--- src/rtl/jt12_timer_ab_pkg.sv ---
// Shared constants for the OPN Timer A / Timer B block.
package jt12_timer_ab_pkg;

  // clk_en pulses per Timer A tick (144 master clocks after the divide-by-6)
  localparam int PRES_A_DEF = 24;
  // Timer A ticks per Timer B tick
  localparam int PRES_B_DEF = 16;

  localparam int TA_W = 10;
  localparam int TB_W = 8;

  // Width of a 0..n-1 prescaler; keeps at least one bit for degenerate n
  function automatic int pres_width(input int n);
    return (n > 1) ? $clog2(n) : 1;
  endfunction

endpackage

--- src/rtl/jt12_timer_cnt.sv ---
// One chip timer: load-edge detect, up-count on tick, reload on overflow,
// status flag with set-over-clear priority and a one-cycle overflow strobe.
module jt12_timer_cnt #(
  parameter int W = 10
) (
  input  logic         clk,
  input  logic         rst_n,
  input  logic         tick_i,
  input  logic [W-1:0] value_i,
  input  logic         load_i,
  input  logic         en_flag_i,
  input  logic         clr_flag_i,
  output logic         flag_o,
  output logic         flag_d_o,
  output logic         overflow_o
);

  logic [W-1:0] cnt_q, cnt_d;
  logic         load_prev_q;
  logic         flag_q, flag_d;
  logic         ovf_q, ovf_d;

  // Next-state: a load edge wins over a coincident tick, which is dropped
  always_comb begin
    cnt_d  = cnt_q;
    ovf_d  = 1'b0;
    flag_d = flag_q;
    if (load_i && !load_prev_q) begin
      cnt_d = value_i;
    end else if (load_i && tick_i) begin
      if (cnt_q == {W{1'b1}}) begin
        cnt_d = value_i;
        ovf_d = 1'b1;
      end else begin
        cnt_d = cnt_q + W'(1);
      end
    end
    if (ovf_d && en_flag_i) begin
      flag_d = 1'b1;
    end else if (clr_flag_i) begin
      flag_d = 1'b0;
    end
  end

  // State registers; overflow strobe and flag both land one cycle after the wrap
  always_ff @(posedge clk or negedge rst_n) begin
    if (!rst_n) begin
      cnt_q       <= '0;
      load_prev_q <= 1'b0;
      flag_q      <= 1'b0;
      ovf_q       <= 1'b0;
    end else begin
      cnt_q       <= cnt_d;
      load_prev_q <= load_i;
      flag_q      <= flag_d;
      ovf_q       <= ovf_d;
    end
  end

  assign flag_o     = flag_q;
  assign flag_d_o   = flag_d;
  assign overflow_o = ovf_q;

endmodule

--- src/rtl/jt12_timer_ab.sv ---
// Timer A / Timer B of the OPN core: prescalers from clk_en, two timer
// instances and the registered active-low interrupt.
module jt12_timer_ab
  import jt12_timer_ab_pkg::*;
#(
  parameter int PRES_A = PRES_A_DEF,
  parameter int PRES_B = PRES_B_DEF
) (
  input  logic            clk,
  input  logic            rst_n,
  input  logic            clk_en,
  input  logic [TA_W-1:0] value_a,
  input  logic [TB_W-1:0] value_b,
  input  logic            load_a,
  input  logic            load_b,
  input  logic            en_flag_a,
  input  logic            en_flag_b,
  input  logic            clr_flag_a,
  input  logic            clr_flag_b,
  output logic            flag_a,
  output logic            flag_b,
  output logic            overflow_a,
  output logic            irq_n
);

  localparam int PA_W = pres_width(PRES_A);
  localparam int PB_W = pres_width(PRES_B);

  logic [PA_W-1:0] pres_a_q, pres_a_d;
  logic [PB_W-1:0] pres_b_q, pres_b_d;
  logic            tick_a, tick_b;
  logic            flag_a_d, flag_b_d;
  logic            irq_n_q;
  logic            unused_ovf_b;

  // Prescaler chain: A free-runs on clk_en, B advances on each tick_a
  always_comb begin
    pres_a_d = pres_a_q;
    pres_b_d = pres_b_q;
    tick_a   = 1'b0;
    tick_b   = 1'b0;
    if (clk_en) begin
      if (pres_a_q == PA_W'(PRES_A - 1)) begin
        pres_a_d = '0;
        tick_a   = 1'b1;
      end else begin
        pres_a_d = pres_a_q + PA_W'(1);
      end
    end
    if (tick_a) begin
      if (pres_b_q == PB_W'(PRES_B - 1)) begin
        pres_b_d = '0;
        tick_b   = 1'b1;
      end else begin
        pres_b_d = pres_b_q + PB_W'(1);
      end
    end
  end

  // Prescaler registers and irq_n taken from next-state flags so it moves with them
  always_ff @(posedge clk or negedge rst_n) begin
    if (!rst_n) begin
      pres_a_q <= '0;
      pres_b_q <= '0;
      irq_n_q  <= 1'b1;
    end else begin
      pres_a_q <= pres_a_d;
      pres_b_q <= pres_b_d;
      irq_n_q  <= ~(flag_a_d | flag_b_d);
    end
  end

  jt12_timer_cnt #(.W(TA_W)) u_timer_a (
    .clk        (clk),
    .rst_n      (rst_n),
    .tick_i     (tick_a),
    .value_i    (value_a),
    .load_i     (load_a),
    .en_flag_i  (en_flag_a),
    .clr_flag_i (clr_flag_a),
    .flag_o     (flag_a),
    .flag_d_o   (flag_a_d),
    .overflow_o (overflow_a)
  );

  // Timer B has no CSM role, so its overflow strobe goes nowhere
  jt12_timer_cnt #(.W(TB_W)) u_timer_b (
    .clk        (clk),
    .rst_n      (rst_n),
    .tick_i     (tick_b),
    .value_i    (value_b),
    .load_i     (load_b),
    .en_flag_i  (en_flag_b),
    .clr_flag_i (clr_flag_b),
    .flag_o     (flag_b),
    .flag_d_o   (flag_b_d),
    .overflow_o (unused_ovf_b)
  );

  assign irq_n = irq_n_q;

endmodule

--- config.mk ---
export PLATFORM = sky130hd
export DESIGN_NAME = jt12_timer_ab
export DESIGN_NICKNAME = d
export VERILOG_FILES = /design/src/rtl/jt12_timer_ab_pkg.sv /design/src/rtl/jt12_timer_cnt.sv /design/src/rtl/jt12_timer_ab.sv
export SDC_FILE = /design/constraint.sdc
export NUM_CORES = 1
export LEC_CHECK = 0
export ABC_AREA = 0
export BUFFER_PORTS_ARGS = -buffer_cell sky130_fd_sc_hd__buf_4
export CAP_MARGIN = 20
export CELL_PAD_IN_SITES_DETAIL_PLACEMENT = 0
export CELL_PAD_IN_SITES_GLOBAL_PLACEMENT = 2
export CORE_MARGIN = 8
export CORE_UTILIZATION = 33
export CTS_BUF_LIST = sky130_fd_sc_hd__clkbuf_4 sky130_fd_sc_hd__clkbuf_8
export DETAILED_ROUTE_END_ITERATION = 10
export PLACE_DENSITY_LB_ADDON = 0.1
export SYNTH_ARGS = -nofsm -noshare
export SYNTH_HDL_FRONTEND = slang
export SYNTH_SLANG_ARGS = --single-unit
export TNS_END_PERCENT = 50
--- constraint.sdc ---
create_clock -name clk -period 1.9 [get_ports clk]
set_clock_uncertainty 0.2 [all_clocks]
set_input_delay 0.095 -clock clk [delete_from_list [all_inputs] [get_ports clk]]
set_output_delay 0.095 -clock clk [all_outputs]
set_load 0.03 [all_outputs]
======== After elaboration in Yosys (flattened, before gate mapping) ========
Index checks and enable logic that the tools add are counted.
storage, ports and cells
  register bits after elaboration ......... 33
  latch bits .............................. 0
  bits in writable memories ............... 0
  bits in read-only memories .............. 0
  memories kept ........................... 0
cells by class
  $add $sub $neg .......................... 4
  multiply operators ...................... 0
  div/mod/pow operators ................... 0
  magnitude comparators ................... 0
  equal/unequal tests ..................... 4
  shift operators ......................... 0
  mux-type cells .......................... 22
  bitwise gates (word level) .............. 2
  reduce and logical (&&, ||, !) cells .... 10
operator list
  operator                                       number
  2-to-1 mux 10 bit                              3
  2-to-1 mux 8 bit                               3
  2-to-1 mux 1 bit                               14
  adder 10 x 1 -> 10 bit, second input constant  1
  == test 10 bit, second input constant          1
  adder 8 x 1 -> 8 bit, second input constant    1
  == test 8 bit, second input constant           1
  logical AND 1 bit                              6
  adder 5 x 1 -> 5 bit, second input constant    1
  == test 5 bit, second input constant           1
  2-to-1 mux 5 bit                               1
  adder 4 x 1 -> 4 bit, second input constant    1
  == test 4 bit, second input constant           1
  2-to-1 mux 4 bit                               1
  nonzero test 2 bit                             2
  zero test 1 bit                                2
  inverter 1 bit                                 1
  bitwise OR 1 bit                               1

======== Logic depth before layout (Yosys ltp) ========
Gate-level depths: netlist of the first run.
  word-level depth ........................ 11
  gate-level depth with buffers ........... 6
  depth with buffers taken out ............ 5

======== Hierarchy ========
Synthesis of the first run repeated with hierarchy kept, for this count alone.
second synthesis, totals
  cell total of the unflattened synthesis .. 200
  area total of the unflattened synthesis .. 1979.4 µm²
by module, submodules not included
  module                      times used  cells an instance  area each (µm²)  seq. area each (µm²)
  jt12_timer_cnt (u_timer_a)  1           91                 842.1            325.3
  jt12_timer_cnt (u_timer_b)  1           70                 646.9            275.3
  jt12_timer_ab               1           39                 490.5            251.5

======== Worst setup path before layout of the first run ========
No wires, ideal clock.
  path type ............................... register -> register
  from .................................... register pres_a_q[0]
  to ...................................... register irq_n_q (netlist: irq_n)
  arrival time ............................ 1551 ps
  required time ........................... 1610 ps
  slack ................................... 59 ps
  cell stages (with the launch flop) ...... 6
  period minus slack after synthesis ...... 1841 ps
  cell sequence ........................... dfrtp_1 -> ha_1 -> nand3_2 -> or4_4 -> o31ai_4 -> nor2_2
on the way
  longest elaborated chain between the ends .. 11
  elaborated cells on any way between the ends .. 16
  those cells by class .................... eq/ne: 1; mux: 9; bitwise: 2; reduce/logical: 4
ends and longest elaborated chain
  element                 RTL line              text
  from (decl)             jt12_timer_ab.sv:29   logic [PA_W-1:0] pres_a_q, pres_a_d;
  from (signal assigned)  jt12_timer_ab.sv:67   pres_a_q <= pres_a_d;
  == test 5 bit           jt12_timer_ab.sv:43   if (pres_a_q == PA_W'(PRES_A - 1)) begin
  2-to-1 mux 1 bit        jt12_timer_ab.sv:43
  2-to-1 mux 1 bit        jt12_timer_ab.sv:42   if (clk_en) begin
  2-to-1 mux 1 bit        jt12_timer_ab.sv:50   if (tick_a) begin
  logical AND 1 bit       jt12_timer_cnt.sv:30  end else if (load_i && tick_i) begin
  2-to-1 mux 1 bit        jt12_timer_cnt.sv:30
  2-to-1 mux 1 bit        jt12_timer_cnt.sv:28  if (load_i && !load_prev_q) begin
  logical AND 1 bit       jt12_timer_cnt.sv:38  if (ovf_d && en_flag_i) begin
  2-to-1 mux 1 bit        jt12_timer_cnt.sv:38
  named net flag_b_d      jt12_timer_ab.sv:32   logic flag_a_d, flag_b_d;
  bitwise OR 1 bit        jt12_timer_ab.sv:69   irq_n_q <= ~(flag_a_d | flag_b_d);
  inverter 1 bit          jt12_timer_ab.sv:69
  to (signal assigned)    jt12_timer_ab.sv:69
  to (decl)               jt12_timer_ab.sv:33   logic irq_n_q;
The timed path passes the listed nets, and every way through them passes these cells.
A chain may end at the register's enable or synchronous reset.

======== Worst setup path in the final report of the first run ========
  from .................................... register pres_a_q[1]
  to ...................................... register u_timer_a.cnt_q[8]
on the way
  longest elaborated chain between the ends .. 5
ends and longest elaborated chain
  element                              RTL line              text
  == test 5 bit                        jt12_timer_ab.sv:43
  2-to-1 mux 1 bit                     jt12_timer_ab.sv:43
  2-to-1 mux 1 bit                     jt12_timer_ab.sv:42
  logical AND 1 bit                    jt12_timer_cnt.sv:30
  nonzero test 2 bit (no source line)  -
  to (signal assigned)                 jt12_timer_cnt.sv:53  cnt_q <= cnt_d;
  to (decl)                            jt12_timer_cnt.sv:18  logic [W-1:0] cnt_q, cnt_d;
Every way passes these cells.

==> impl_metrics.yaml, run 1 <==
outcome:
  status: "finished, final reports clean"
synthesis:
  synth_edf_count: 0
  synthArstFlopShare: 1.00
  synth_cells: 203
  post_synth.cell_area_avg_um2: 9.62
  ys.flop_type: "dfrtp_1"
  yosysTopAreaCellShare: 0.410
  synth_fp_nets: 234
  synth_area_mm2: 0.00195
  synthDistinctLibCells: 56
  yosys-top-cells-area: "dfrtp_1, nand2_1, nand3_1"
  yosys_warnings: 0
  synth_top_area_cell: "dfrtp_1"
  ys_seq_elements: 33
  ys_seq_area_frac: 0.423
setup_path:
  r2r-start: "pres_a_q[1]"
  path_class: "flip-flop to flip-flop"
  max_stage_delay_ns: 0.53
  rr_endpoint: "u_timer_a.cnt_q[8]"
  reg2reg_depth: 5
  arrival_ns: 1.89
  cp_max_fo: 5
  start_kind: "flip-flop"
  crit_required_ns: 1.92
  path_cells: "ha_4 -> and3_4 -> nand4_1 -> or4_1 -> nand3_1"
  crit_slowest_cell: "or4_1"
  crit_family: "simple AND/OR/NAND/NOR gates"
  endpoint_kind: "flip-flop"
  crit_buf_inv: 0
  r2r_slack_ns: 0.03
finish:
  area_growth_pct: 42.3
  final_nets: 313
  diodes: 0
  stdcell_area_mm2: 0.00278
  layout_commonest_cell: "buf_4"
  drive_above_1_share: 0.283
  layout_common_cells: "buf_4, dfrtp_1, dlygate4sd3_1"
clock_tree:
  cts_buffers: 5
  clock-sinks: 33
  clock_path_buffers: 2
  cts_tree: "yes"
  post_cts_buffers: 0
  root_buffer: "clkbuf_8"
  worstSkewPairLatency_ns: 0.29
  path_clk_slew_ns: 0.07
  htree_levels: 2
pwr:
  p_per_area_mw_per_mm2: 828
  vdd_drop_max_v: 0.000351
  p_leak_nw: 1.16
  power_mw: 2.30
timing:
  fin_crit_sh: 0.984
  max_freq_mhz: 535
  hold_viol_final: 0
  drv_slew: 0
  rsz0062_at_grt: "yes"
  period_needed_ns: 1.87
  slew_headroom: 0.697
  setup_viol: 0
  tightestPinTransition_ns: 0.454
  whs_ns: 0.000177
  fin_setup_tns_ns: 0
global_route:
  met3_usage: 0.0332
  grt_pass1_wl_um: 9590
  grt_overflow: 0
  use_met1: 0.156
  grt_antenna_before_repair: 0
  gr-usage-met2: 0.234
  grt_max_degree: 34
  busiest_layer: "met2"
  track_usage: 0.136
  grt_pass1_vias: 2066
die:
  core_mm2: 0.00582
  initial_utilization: 0.336
  chipWidth_um: 92.9
  io_pins: 31
  die_h_um: 92.9
  die_area_mm2: 0.00864
  rows: 28
detailed_routing:
  drt-initial-drc-count: 75
  wl_per_cell_um: 15.0
  ant_nets: 0
  first_pass_iters: 4
  routed_wl_um: 5360
  drc: 0
  via_count: 1921
  routed_via_density: 5.37
place:
  numPortBuffers: 30
  routabilityCongestion: 0.839
  postPlaceCellArea_mm2: 0.00243
  dpl.hpwl_um: 4130
worst_hold_path:
  min_path_cells: 4
  worstHoldStart: "en_flag_a"
  whs_endpoint: "u_timer_a.flag_o"
  hold_class: "input pin to flip-flop"
run:
  cap_violations: 0
cell families after synthesis:
| logic type | Yosys count | share of synthesized area |
|---|---|---|
| adders and majority gates | 4 | 0.0256 |
| and+or+nand+nor | 87 | 0.255 |
| DFF | 33 | 0.423 |
| AOI/OAI and AO/OA | 54 | 0.208 |
| buffers and inverters | 14 | 0.0333 |
| xor gates and xnor gates | 5 | 0.0224 |
| muxes | 6 | 0.0327 |
registers in the layout, summed over array words and instances, names as in the netlist:
register               flops
pres_b_q                   4
u_timer_b.flag_o           1
irq_n                      1
pres_a_q                   5
u_timer_a.load_prev_q      1
u_timer_a.cnt_q           10
u_timer_b.cnt_q            8
u_timer_a.flag_o           1
u_timer_b.load_prev_q      1
u_timer_a.overflow_o       1
cell usage after synthesis (2+ instances only):
cell type / n
o211ai_1: 4
ha_1: 4
xnor2_1: 4
nand2_1: 17
a41oi_1: 3
clkbuf_1: 3
nor2b_1: 2
nand3_1: 11
and2_1: 2
nand3b_1: 2
nor4_1: 4
mux2i_1: 3
o31ai_4: 2
o41ai_1: 3
inv_1: 8
a21oi_1: 6
o31ai_1: 4
and4_1: 2
a221oi_1: 2
nor2_1: 7
mux2_2: 3
o21ai_1: 2
a211oi_1: 2
dfrtp_1: 32
a31oi_1: 4
nor3_1: 9
or4_1: 2
nand2b_1: 5
o21ai_0: 10
nand4_1: 8
nor3b_1: 2
o2bb2ai_1: 3
and3_1: 5
where the power goes:
| group | internal (mW) | total (mW) | leakage (nW) | switching (mW) |
|---|---|---|---|---|
| sequential | 0.841 | 0.995 | 0.411 | 0.154 |
| clock | 0.324 | 0.587 | 0.0523 | 0.263 |
| combinational | 0.382 | 0.718 | 0.700 | 0.335 |
| total | 1.55 | 2.30 | 1.16 | 0.752 |
how the worst max path moves through the flow:
stage,startpoint,end,cells past startpoint
detailed placement,pres_a_q[1],u_timer_a.cnt_q[8],5
global placement,pres_a_q[1],u_timer_a.cnt_q[8],5
global route,pres_a_q[1],u_timer_a.cnt_q[8],5
CTS,pres_a_q[1],u_timer_a.cnt_q[8],5
floorplan,pres_a_q[0],irq_n,5
finish,pres_a_q[1],u_timer_a.cnt_q[8],5
per-layer routing:
metal,vias up,share of wire
li1,941,-
met1,925,0.42
met2,45,0.52
met3,10,0.042
met4,0,0.020
met5,-,0
worst min-delay path: cells and delay by family:
family                 cells  cell delay, ns
buffers and inverters      3            0.28
AO/OA/AOI/OAI              1            0.07
stage by stage:
step | instances | worst slack, ns | utilization
3_3_place_gp | 328 | 0.0321 | 0.418
4_1_cts | 358 | 0.0109 | 0.475
2_1_floorplan | 203 | 0.0592 | -
5_1_grt | 358 | -0.0850 | 0.478
6_report | 358 | 0.0300 | 0.478
3_5_place_dp | 328 | -0.0409 | 0.418
cell type report:
cell class | count | area [um2]
Sequential cell | 33 | 827
Tap cell | 75 | 93.8
Inverter | 8 | 30.0
Clock buffer | 8 | 97.6
Fill cell | 586 | 3040
Timing Repair Buffer | 78 | 641
Multi-Input combinational cell | 156 | 1090
repair_timing:
action / CTS / global route
setup endpoints to repair: 3 / 7
pin swaps: 1 / 3
hold endpoints to repair: 55 / 0
resized for setup: 2 / 4
hold buffers: 22 / 0
(Power assumes the default switching activity.)
==> run 2, diff against run 1 <==
--- a/config.mk
+++ b/config.mk
@@ -14,6 +14,7 @@
 export CORE_UTILIZATION = 33
 export CTS_BUF_LIST = sky130_fd_sc_hd__clkbuf_4 sky130_fd_sc_hd__clkbuf_8
 export DETAILED_ROUTE_END_ITERATION = 10
+export HOLD_SLACK_MARGIN = 0.08
 export PLACE_DENSITY_LB_ADDON = 0.1
 export SYNTH_ARGS = -nofsm -noshare
 export SYNTH_HDL_FRONTEND = slang
==> impl_metrics.yaml, run 2 (synthesis results as in run 1) <==
timing:
  slew_headroom: 0.697
  fin_setup_tns_ns: 0
  tightestPinTransition_ns: 0.454
  rsz0062_at_grt: "yes"
  max_freq_mhz: 536
  period_needed_ns: 1.87
  layout_setup_ws_ns: 0.0326
  setup_viol: 0
  hold_viol_final: 0
  drv_slew: 0
  fin_crit_sh: 0.983
finish:
  largest_register_ffs: 10
  stdcell_count: 362
  stdcell_area_mm2: 0.00282
  drive_above_1_share: 0.279
  diodes: 0
  layout_commonest_cell: "buf_4"
  fillers: 580
  regArea_um2: 827
  layout_common_cells: "buf_4, dfrtp_1, dlygate4sd3_1"
  final_nets: 317
  top_regs: "u_timer_a.cnt_q x10, u_timer_b.cnt_q x8, pres_a_q x5"
  top_register: "u_timer_a.cnt_q"
  multi_input_area_mm2: 0.00109
  area_growth_pct: 44.3
setup_path:
  cp_max_fo: 5
  r2r-start: "pres_a_q[1]"
  crit_slowest_cell: "or4_1"
  path_cells: "ha_4 -> and3_4 -> nand4_1 -> or4_1 -> nand3_1"
  arrival_ns: 1.89
  endpoint_kind: "flip-flop"
  max_stage_delay_ns: 0.53
  start_kind: "flip-flop"
  timing.critical_path.from: "pres_a_q[1]"
  crit_required_ns: 1.92
  path_class: "flip-flop to flip-flop"
  rr_endpoint: "u_timer_a.cnt_q[8]"
  r2r_slack_ns: 0.03
  reg2reg_depth: 5
  worstSetupEndpoint: "u_timer_a.cnt_q[8]"
detailed_routing:
  routed_wl_um: 5380
  drt-initial-drc-count: 66
  ant_nets: 0
  drc: 0
  routed_via_density: 5.34
  first_pass_iters: 4
  wl_per_cell_um: 14.9
  via_count: 1934
clock_tree:
  htree_levels: 2
  cts_buffers: 5
  root_buffer: "clkbuf_8"
  cts_tree: "yes"
  clock_path_buffers: 2
  clock-sinks: 33
  worstSkewPairLatency_ns: 0.28
  post_cts_buffers: 0
  path_clk_slew_ns: 0.07
die:
  initial_utilization: 0.336
  io_pins: 31
  core_mm2: 0.00582
  rows: 28
  die_h_um: 92.9
  die_area_mm2: 0.00864
  chipWidth_um: 92.9
outcome:
  status: "finished, final reports clean"
place:
  place_inst: 328
  numPortBuffers: 30
  post-place-ws_ns: -0.0409
  routabilityCongestion: 0.839
  dpl.hpwl_um: 4130
  postPlaceCellArea_mm2: 0.00243
global_route:
  track_usage: 0.136
  grt_pass1_wl_um: 9660
  grt_overflow: 0
  grt_antenna_before_repair: 0
  grt_pass1_vias: 2082
  grt_max_degree: 34
pwr:
  p_leak_nw: 1.18
  power_mw: 2.30
  vdd_drop_max_v: 0.000348
  p_per_area_mw_per_mm2: 817
run:
  cap_violations: 0
worst_hold_path:
  hold_class: "input pin to async pin"
run 2: worst min-delay path by stage:
stage | startpoint | to | slack, ns | cells after the start
global placement | rst_n | u_timer_a.cnt_q[5] | -0.13 | 1
CTS | rst_n | u_timer_a.cnt_q[5] | 0.11 | 2
detailed placement | rst_n | u_timer_a.cnt_q[5] | -0.12 | 1
floorplan | rst_n | pres_a_q[0] | -0.40 | 0
finish | rst_n | u_timer_a.cnt_q[5] | 0.09 | 2
global route | rst_n | u_timer_a.cnt_q[5] | 0.15 | 2
run 2: repair_timing:
item                                    4_1_cts  5_1_grt
endpoints found under the setup margin        3        7
pin swaps                                     1        3
hold endpoints to repair                     60        0
hold buffers                                 26        0
resized for setup                             2        4
run 2: area by class of cell:
| cell class | count | area share |
|---|---|---|
| clock buffers | 8 | 0.0346 |
| inverters | 8 | 0.0107 |
| multi-input cells | 156 | 0.387 |
| flip-flops and latches | 33 | 0.293 |
| well taps | 75 | 0.0333 |
| repair buffers | 82 | 0.241 |
run 2: power breakdown:
part | switching, mW | internal, mW | total, mW
registers | 0.154 | 0.841 | 0.995
logic | 0.337 | 0.388 | 0.725
clock network | 0.260 | 0.324 | 0.584
run 2: critical path: cells and delay by family, from the launching register on:
| kind | cells | cell delay (ns) |
|---|---|---|
| adder cells (fa/ha/maj) | 1 | 0.17 |
| flip-flops | 1 | 0.42 |
| AND/OR/NAND/NOR | 4 | 1.01 |
run 2: stage by stage:
| stage | utilization | hold WS, ns |
|---|---|---|
| 6_report | 0.485 | 0.0917 |
| 5_1_grt | 0.485 | 0.147 |
| 4_1_cts | 0.482 | 0.112 |
| 3_5_place_dp | 0.418 | -0.121 |
| 3_3_place_gp | 0.418 | -0.134 |
| 2_1_floorplan | - | -0.401 |
run 2: per-layer routing:
layer  wire, um  vias to the layer above  part of all wire  track usage
met5          0                        -                 0            0
met4        111                        0             0.021       0.0577
met3        212                       10             0.039       0.0332
met2       2810                       46              0.52        0.236
met1       2250                      928              0.42        0.157
li1           -                      950                 -            -
